<file path="config.mk">
export PLATFORM = sky130hd
export DESIGN_NAME = program_counter
export DESIGN_NICKNAME = d
export VERILOG_FILES = /design/src/rtl/program_counter.sv
export SDC_FILE = /design/constraint.sdc
export NUM_CORES = 1
export LEC_CHECK = 0
export ABC_CLOCK_PERIOD_IN_PS = 7700
export BUFFER_PORTS_ARGS = -buffer_cell sky130_fd_sc_hd__buf_2
export CORE_MARGIN = 4
export CORE_UTILIZATION = 45
export DETAILED_ROUTE_END_ITERATION = 6
export HOLD_SLACK_MARGIN = 0.15
export PLACE_DENSITY = 0.79
export SYNTH_ARGS = -nofsm -noshare
export SYNTH_HDL_FRONTEND = slang
export SYNTH_SLANG_ARGS = --single-unit
</file>
<file path="constraint.sdc">
create_clock -name clk -period 7.7 [get_ports clk]
set_clock_uncertainty 0.1 [all_clocks]
set_input_delay 0.385 -clock clk [delete_from_list [all_inputs] [get_ports clk]]
set_output_delay 0.385 -clock clk [all_outputs]
set_load 0.02 [all_outputs]
</file>
<file path="src/rtl/program_counter.sv">
// RV32I program counter: registered fetch address with prioritised
// hold / increment / absolute load / PC-relative branch selection.
module program_counter #(
  parameter logic [31:0] RESET_VAL = 32'h0000_0000
) (
  input  logic        clk,
  input  logic        clr,
  input  logic        load,
  input  logic        inc,
  input  logic        ALU_out,
  input  logic        Disable,
  input  logic [31:0] data,
  input  logic [31:0] imm_val,
  output logic [31:0] pc_val
);

  logic [31:0] pc;
  logic [31:0] pc_next;

  // Stall outranks every request; the +4 on load/branch skips past the target slot.
  always_comb begin
    pc_next = pc;
    if (Disable) begin
      pc_next = pc;
    end else if (load) begin
      pc_next = data + 32'd4;
    end else if (ALU_out) begin
      pc_next = pc + imm_val + 32'd4;
    end else if (inc) begin
      pc_next = pc + 32'd4;
    end
  end

  always_ff @(posedge clk) begin
    if (clr) begin
      pc <= RESET_VAL;
    end else begin
      pc <= pc_next;
    end
  end

  assign pc_val = pc;

endmodule

</file>
Word-level counts from Yosys, hierarchy flattened
Index checks and enable logic that the tools add are counted.
- register bits after elaboration: 32
- input port bits: 70
- output and inout port bits: 32
- word-level logic and storage cells: 11
- add/subtract/negate cells: 4
- multiplexer cells: 3
- bitwise operators: 1
- reductions and logical operators: 2
- operators with widths (kind ; number):
    $add A32 B3 Y32 const B ; 3
    $mux W32 ; 3
    $add A32 B32 Y32 ; 1
    $reduce_bool A3 Y1 ; 1
    $reduce_and A2 Y1 ; 1
    $not A1 Y1 ; 1

Longest topological paths before layout
- depth after elaboration: 4
- mapped depth: 12
- gate-level depth less buffers: 12

Worst setup path after synthesis
No wires, ideal clock.
- path kind: register to register
- start: register pc[2], in the netlist pc_val[2]
- end: register pc[27], in the netlist pc_val[27]
- setup time: 0.120 ns
- arrival time: 2.733 ns
- setup slack: 4.747 ns
- cell stages (with the launch flop): 12
- path through: dfxtp_1 inv_1 ha_1 fa_1 nor2b_1 o2111ai_1 and2_1 o2111ai_2 nand2_1 mux2i_1 a21oi_1 a211o_1
- word-level cells in the longest chain between the ends: 4
- ends and longest elaborated chain (element ; RTL line ; RTL):
    start: declaration ; 17 ; logic [31:0] pc;
    start signal: assignment ; 38 ; pc <= pc_next;
    $add A32 B32 Y32 or $add A32 B3 Y32 (tied branches) ; 28, 30 ;
    $add A32 B3 Y32 or $mux W32 (tied branches) ; 28, 29 ;
    $mux W32 * ; 27 ; end else if (ALU_out) begin
    $mux W32 * ; 25 ; end else if (load) begin
Every way passes the cells marked *; elsewhere a longest branch is shown, timed or not. The select of a mux whose other input is x is not followed.
A chain may end at the register's enable or synchronous reset.

Worst setup path after layout
Same ends and word-level chain as after synthesis.

==> run metrics <==
adder and majority gate portion of the synthesized area=approximately 17%; cell type with the highest aggregate area in the netlist=ha_1; I/O pin count=102; area of the die=12500 um^2; overflow left after global routing=0; TNS Setup=0 ns; mux cell area share after synthesis=1.06%; result of the run=finished with violations; number of levels the H-tree was split into=2; Peak supply drop=about 0.00008 V; largest family of logic cells by synthesized area=compound AO/OA/AOI/OAI gates; Max Root-Sink Buffers=2; DPL Wire Length=11.7 mm; final weighted congestion in routability-driven placement=roughly 0.90; kind of start point of the critical path=flop; reported leakage power=0.00251 uW; count of max-cap constraint violations=0; highest clock frequency the design can meet=303 MHz; max reg flops=32; core area=around 10000 um^2; Setup Viol. Count Final=0; cell family contributing the most delay on the critical path=compound AO/OA/AOI/OAI gates; failing checks=design-rule violations; power density over the cells=127 nW/um^2; worst-case headroom to the max-slew limit=a little under two fifths; antenna diode count=0; setup fix buffers added after clock tree synthesis=0; biggest cell delay along the critical path=between 0.4 and 0.5 ns; starting utilization of the core area=between 40% and 50%; die width=between 100 and 150 um; unrepaired setup endpoints after global routing=no; Filler cells=about 1000; Clock Pin Slew Worst Setup and Hold Paths=0.07 ns; global-route wire length before repair=roughly 24 mm; most frequent cell after synthesis=nand2_1; Synth Instances=about 650; TritonCTS Sinks=32; first-iteration detailed-routing DRC count=407; Critical Path RT=a little under 8 ns; post-cts sizing count=0; Synth top area share=roughly 16%; count of endpoints failing hold in the final timing report=0; area taken by flip-flops and latches=roughly 640 um^2; Least-Margin Pin Slew=0.931 ns; number of buffers added by the clock tree synthesis step=5; signed area change from the synthesized netlist to the final layout=13.4%; initial antenna violation count=0; count of cell types in the netlist=73; reg2reg setup slack=between 4 and 5 ns; Vias/cell=6.11; Routed Wire Length=around 15 mm; DR WL/cell=approximately 17 um; nature of the critical path endpoint=flop; sequential cell area fraction in the yosys report=13.2%; row cnt=37; CTS Root Cell=clkbuf_8; Hold WS=around 0.33 ns; category of the critical setup timing path=flop to flop; flops & latches, synth=32; async set-reset flop share out of synthesis=0%; mean instance size in the synthesized netlist=around 7.4 um^2; post-synthesis cell area=4850 um^2; DRC violations left=2; Crit path arrival time=between 3 and 4 ns; number of warnings reported in the yosys synthesis log=0; Buffers on Ports=between 100 and 150; drt pass-1 iters=7; die extent in y=approximately 110 um; detailed-route via count=roughly 5300; final antenna-violating net count=0; TritonCTS clock tree=done; worst-skew pair later-pin latency=0.30 ns; part of the cycle the worst path needs=42.9%; largest net degree at the start of global routing=50; EDFF count, synth=0; vias in the first global route=4921; synth top area cells=ha_1, dfxtp_1, xnor2_1; Hold-fix buffers, CTS=0; Max Slew Vio Count=0; Total Nets Final=around 870; Post-Synth Simple-Gate Area=between 20% and 30%; most frequently used flop master after synthesis=dfxtp_1; Critical-path top delay cell=dfxtp_1; area fraction in compound gates after synthesis=around a quarter; path type of the worst min-delay path=input port to flop; xor/xnor share of the synthesized area=approximately an eighth; overall track demand over capacity in global routing=roughly 23%; area taken by multi-input logic gates=3980 um^2; time the worst path needs with I/O delays and setup=3.30 ns; largest driver fanout on the critical path=9; ratio of cells with drive above 1 in the final layout=18.5%; commonest cells in the synthesized netlist=nand2_1, ha_1, nor2_1; syn_nets=slightly below 800; critical path buffer and inverter count=1; cell-by-cell trace of the critical path=inv_1 -> ha_1 -> fa_1 -> nor2b_1 -> o2111ai_1 -> and2_1 -> o2111ai_2 -> nand2_1 -> mux2i_1 -> a21oi_1 -> a211o_1
## final cells by class
class	instances	share of cell area, %
flip-flops and latches	32	11.7
inverters	25	1.71
repair buffers	102	9.33
multi-input cells	568	72.5
clock buffers	7	1.75
well taps	136	3.10
## logic make-up (layout without fill, tap and decap cells)
family | Yosys count | in the layout
muxes | 5 | 5
adders and majority gates | 64 | 64
buffers and inverters | 54 | 134
AOI/OAI and AO/OA | 187 | 187
DFF | 32 | 32
and+or+nand+nor | 239 | 239
xor gates and xnor gates | 73 | 73
## metrics by stage
| stage | cells | util, % | power (uW) | setup WS [ns] | area, um^2 |
|---|---|---|---|---|---|
| final | 870 | 52.8 | 700 | 4.40 | 5500 |
| after global routing | 870 | 52.8 | 744 | 4.20 | 5500 |
| after CTS | 870 | 52.8 | 694 | 4.43 | 5500 |
| after detailed placement | 863 | 51.8 | 547 | 4.36 | 5400 |
| after global placement | 863 | 51.8 | 543 | 4.44 | 5400 |
| after floorplan | 654 | - | 448 | 4.75 | 4850 |
## placed cells by master, fill, tap and decap left out, types with 4 or more instances in the layout
master	instances
a211o_1	4
a211oi_1	17
a21o_1	11
a21oi_1	54
a31oi_1	9
and2_1	8
and3_1	14
and4_1	6
buf_2	101
clkbuf_8	7
dfxtp_1	32
ha_1	63
inv_1	24
mux2i_1	4
nand2_1	68
nand3_1	29
nand4_1	14
nor2_1	56
nor2b_1	5
nor3_1	11
nor3b_1	5
o211ai_1	5
o21a_1	4
o21ai_0	35
o31ai_1	4
or2_2	5
xnor2_1	39
xor2_1	34
## power breakdown
part / switching, uW / leakage, uW / internal [uW]
Combinational: 204 / 0.00219 / 139
Sequential: 28.9 / 0.000264 / 180
Clock: 69.0 / 0.0000503 / 79.7
Total: 301 / 0.00251 / 398
## worst paths after layout
path | startpoint | to | cells after the start
worst max register to register | pc_val[2] | pc_val[27] | 11
worst max-delay path | pc_val[2] | pc_val[27] | 11
worst min register to register | pc_val[11] | pc_val[11] | 2
worst min-delay path | data[2] | pc_val[2] | 4
## routing by layer
metal / share of wire [%] / routed length, um / GRT usage [%] / vias up
met2: 47 / 7060 / 39.4 / 261
met4: 2.9 / 429 / 7.46 / 0
met5: 0 / 0 / 0 / -
met1: 41 / 6190 / 29.5 / 2440
met3: 8.6 / 1280 / 3.59 / 48
li1: - / - / - / 2571
## worst reg2reg max path, delay by kind of cell (launching register included)
| family | cells | cell delay, ns |
|---|---|---|
| AOI/OAI and AO/OA | 4 | 0.86 |
| adders and majority gates | 2 | 0.78 |
| buffers and inverters | 1 | 0.08 |
| DFF | 1 | 0.49 |
| muxes | 1 | 0.22 |
| and+or+nand+nor | 3 | 0.65 |
Note: power is estimated with default switching activity, not from simulation.
